$ cat config.mk
export PLATFORM = sky130hd
export DESIGN_NAME = demux_ctrl
export DESIGN_NICKNAME = d
export VERILOG_FILES = /design/src/rtl/demux_ctrl.sv
export SDC_FILE = /design/constraint.sdc
export NUM_CORES = 1
export LEC_CHECK = 0
export ABC_AREA = 1
export CORE_MARGIN = 1.5
export CORE_UTILIZATION = 40
export CTS_CLUSTER_SIZE = 40
export DETAILED_ROUTE_END_ITERATION = 12
export DONT_BUFFER_PORTS = 1
export PLACE_DENSITY = 0.53
export SLEW_MARGIN = 20
export SYNTH_ARGS = -nofsm -noshare
export SYNTH_HDL_FRONTEND = slang
export SYNTH_SLANG_ARGS = --single-unit
$ cat constraint.sdc
create_clock -name clk -period 1.5 [get_ports clk]
set_clock_uncertainty 0.15 [all_clocks]
set_input_delay 0.45 -clock clk [delete_from_list [all_inputs] [get_ports clk]]
set_output_delay 0.45 -clock clk [all_outputs]
set_load 0.005 [all_outputs]
$ cat src/rtl/demux_ctrl.sv
// Two-lane byte demultiplexer with strict lane alternation, backpressure and a saturating stall counter.
// Optional macro DEMUX_SKIP_FULL_EN lets a byte bypass a full target lane into the free one.
module demux_ctrl (
    input  logic       clk,
    input  logic       reset_L,
    input  logic [7:0] data_in,
    input  logic       valid_in,
    output logic       ready_in,
    input  logic       full0,
    input  logic       full1,
    output logic [7:0] data_out0,
    output logic [7:0] data_out1,
    output logic       valid_out0,
    output logic       valid_out1,
    output logic       sel,
    output logic [7:0] stall_cnt
);

    typedef enum logic [1:0] {
        INIT  = 2'd0,
        RUN   = 2'd1,
        STALL = 2'd2
    } state_t;

    state_t state_q;
    state_t state_d;
    logic   full_sel;
    logic   target;
    logic   accept;
    logic   stall;

    // NOTE: every signal written here gets a default first so no latch is inferred.
    always_comb begin
        full_sel = sel ? full1 : full0;
`ifdef DEMUX_SKIP_FULL_EN
        ready_in = (state_q != INIT) && !(full0 && full1);
        target   = full_sel ? ~sel : sel;
`else
        ready_in = (state_q != INIT) && !full_sel;
        target   = sel;
`endif
        accept   = valid_in && ready_in;
        // A byte held through INIT is refused, so it counts as a stalled cycle too.
        stall    = valid_in && !ready_in;

        state_d  = RUN;
        if (state_q != INIT && stall) begin
            state_d = STALL;
        end
    end

    always_ff @(posedge clk or negedge reset_L) begin
        if (!reset_L) begin
            state_q <= INIT;
        end else begin
            // NOTE: sequential state uses non-blocking assignments so all flops update together.
            state_q <= state_d;
        end
    end

    // NOTE: lane data registers are reset explicitly because their reset value is observable.
    always_ff @(posedge clk or negedge reset_L) begin
        if (!reset_L) begin
            data_out0  <= 8'h00;
            data_out1  <= 8'h00;
            valid_out0 <= 1'b0;
            valid_out1 <= 1'b0;
            sel        <= 1'b0;
            stall_cnt  <= 8'h00;
        end else begin
            valid_out0 <= accept && (target == 1'b0);
            valid_out1 <= accept && (target == 1'b1);
            if (accept && target == 1'b0) begin
                data_out0 <= data_in;
            end
            if (accept && target == 1'b1) begin
                data_out1 <= data_in;
            end
            if (accept) begin
                sel <= ~target;
            end
            if (stall && stall_cnt != 8'hFF) begin
                stall_cnt <= stall_cnt + 8'd1;
            end
        end
    end

endmodule

==> results.sh <==
export IMPL_syn_inst=164
export IMPL_grt_pass1_wl_mm=4.49
export IMPL_crit_arrival_ps=1180
export IMPL_synth_main_ff_cell="dfrtp_1"
export IMPL_syn_avg_cell_area_um2=8.32
export IMPL_leakage_nw=0.929
export IMPL_worst_slew_pin_slew_ps=187
export IMPL_hpwl_mm=2.10
export IMPL_drc=0
export IMPL_yosysUniqueCellTypes=19
export IMPL_cp_startpoint="sel"
export IMPL_async_reset_ff_share_pct=100
export IMPL_viasPerCell=4.82
export IMPL_cts_sinks=29
export IMPL_drt_iter0_drc=32
export IMPL_fin_crit_sh_pct=118
export IMPL_fmax_mhz=563
export IMPL_track_usage_pct=16.6
export IMPL_grt_overflow_total=0
export IMPL_wl_per_cell_um=12.7
export IMPL_hold_path_class="in -> reg"
export IMPL_slowest_delay_ps=430
export IMPL_postPlaceCellArea_um2=1500
export IMPL_drv_slew=0
export IMPL_cap_violations=0
export IMPL_numCtsBuffers=5
export IMPL_coreArea_um2=3310
export IMPL_cp_top_family="flip-flops"
export IMPL_port_buffer_count=0
export IMPL_power_density_nw_per_um2=1880
export IMPL_p_sw_share_pct=36.0
export IMPL_crit_type="reg -> out"
export IMPL_antenna_found_initial=0
export IMPL_finalHoldViolations=0
export IMPL_cts_tree="yes"
export IMPL_ios=41
export IMPL_firstDrtPassIters=4
export IMPL_syn_nets=178
export IMPL_startpoint_type="register"
export IMPL_crit_fanout=6
export IMPL_gp_congestion=0.791
export IMPL_die_area_um2=3770
export IMPL_yosys_top_cells_count="77 x nand2_1, 29 x dfrtp_1, 18 x nand4_1"
export IMPL_die_x_um=61.4
export IMPL_worstPathRequired_ps=900
export IMPL_drive_gt1_share_pct=27.2
export IMPL_vias=1143
export IMPL_routed_wl_mm=3.00
export IMPL_first_global_vias=963
export IMPL_seqPwrFrac_pct=39.3
export IMPL_syn2layout_area_growth_pct=29.2
export IMPL_insertion_delay_ps=320
export IMPL_yosysWarnings=0
export IMPL_syn_area_um2=1360
export IMPL_synth_top_area_share_pct=53.2
export IMPL_final_antenna_net_count=0
export IMPL_synth_edf_count=0
export IMPL_synth_most_common_cell="nand2_1"
export IMPL_ys_seq_elements=29
export IMPL_fin_nets=204
export IMPL_tns_ps=-276
export IMPL_design_area_um2=1760
export IMPL_pwr_share_clk_pct=23.9
export IMPL_path_cells="inv_2, nand2_2, nand2_2, nor2_4, buf_6"
export IMPL_setup_viol_count_final=1
export IMPL_synth_top_area_cell="dfrtp_1"
export IMPL_clockBufferDepth=2
export IMPL_pwr_share_comb_pct=36.8
export IMPL_worst_path_most_repeated_cell="nand2_2"
export IMPL_yosys_top_cells_area="dfrtp_1 53%, nand2_1 21%, nand4_1 8.3%, nand3_4 2.6%, nor2_1 2.5%"
export IMPL_finalPower_mw=3.31
export IMPL_peakVddDrop_uv=926
export IMPL_grt_max_degree=30
export IMPL_crit_path_end_kind="output pin"
export IMPL_cp_slowest_cell="dfrtp_2"
export IMPL_rsz0062_at_grt="yes"
export IMPL_relSlewSlack_pct=87.5
export IMPL_start_util_pct=41.2
export IMPL_hp_start="data_in[7]"
export IMPL_fin_crit_ps=1780
export IMPL_finalWorstSetupSlack_ps=-276
export IMPL_violations="setup timing"
export IMPL_yosysSeqAreaShare_pct=53.2
export IMPL_reg2reg_from="sel"
export IMPL_htreeDepth=2
export IMPL_clk_pin_slew_ps=100
export IMPL_die_h_um=61.4
export IMPL_n_antenna_cell=0
export IMPL_p_int_mw=2.12
export IMPL_rows=21
export IMPL_p_switching_mw=1.19
export IMPL_crit_buf_inv=2
export IMPL_clock_root_buffer="clkbuf_4"
export IMPL_fillerInstances=325
export IMPL_status="finished, violations left"
## routing by layer
layer	up-vias	part of all wire, %	global-route usage, %
met5	-	0	0
met4	0	0.53	4.56
met3	4	8.2	8.19
met2	33	45	22.5
met1	522	47	23.7
li1	584	-	-
## through the flow
stage                     cells  util, %  worst slack, ps  hold slack (ps)
after global routing        237     53.2             -364             88.2
after floorplan             164        -             13.0             4.41
final                       237     53.2             -276              115
after detailed placement    219     45.2            -20.5             5.24
after CTS                   239     52.5             -307             99.9
after global placement      219     45.2             26.2             5.24
## final cells by class
cell class                      count  area (um2)  area share [%]
Sequential cell                    29         727            41.3
Multi-Input combinational cell    119         627            35.6
Timing Repair Buffer               23         203            11.5
Clock inverter                      3        65.1            3.69
Tap cell                           46        57.6            3.27
Inverter                           12        45.0            2.56
Clock buffer                        5        37.5            2.13
## cell usage in the layout, fill, tap and decap left out
cell type	count
clkbuf_4	5
nand2_4	1
nand2_2	7
xor2_1	2
nand3_1	1
dfrtp_1	28
buf_12	1
inv_1	8
clkinv_2	1
nand3_4	4
dfrtp_2	1
inv_2	4
buf_6	4
buf_4	17
nand4_1	18
dlygate4sd3_1	1
nand3b_1	2
ha_2	1
nor2_1	8
nor2_4	2
o21ai_0	1
nor2_2	1
bufinv_16	2
nand3_2	1
nand2_1	70
## worst register-to-register path: cells and delay by family (launching register included)
kind | cells | cell delay (ps)
buf+inv | 4 | 420
simple gates | 3 | 350
flops | 1 | 460
## timing repair
item / in CTS / in global routing
pin swaps: 8 / 9
setup endpoints to repair: 11 / 32
cloned: 1 / 1
setup buffers: 9 / 4
endpoints found under the hold margin: 29 / 0
gates resized for setup: 10 / 14
hold buffers: 2 / 0
## sequential cells by signal (all words and copies together) (netlist names)
name	cells
data_out0	8
data_out1	8
sel	1
stall_cnt	8
state_q	2
valid_out0	1
valid_out1	1
## final timing paths
path | slack, ps | cells past startpoint | end
min in group asynchronous | 410 | 2 | data_out1[4]
worst min register to register | 360 | 2 | data_out0[3]
worst max-delay path | -280 | 5 | ready_in
worst max register to register | 30 | 7 | data_out0[0]
worst min-delay path | 110 | 2 | data_out1[7]
max in group asynchronous | 620 | 2 | sel
## power groups by stage
stage	Combinational, mW	Sequential, mW	Clock (mW)
3_3_place_gp	0.949	1.30	0
5_1_grt	1.38	1.35	0.848
2_1_floorplan	0.683	1.29	0
6_report	1.22	1.30	0.791
4_1_cts	1.25	1.30	0.808
3_5_place_dp	0.967	1.31	0
## logic make-up (layout without fill, tap and decap cells)
group	after synthesis	count (layout)	share of synthesized area, %
and+or+nand+nor	114	115	38.8
AOI/OAI and AO/OA	1	1	0.367
buffers and inverters	17	43	5.41
xor gates and xnor gates	2	2	1.28
adders and majority gates	1	1	0.917
DFF	29	29	53.2
No activity file was read; power rests on OpenSTA's default activity.
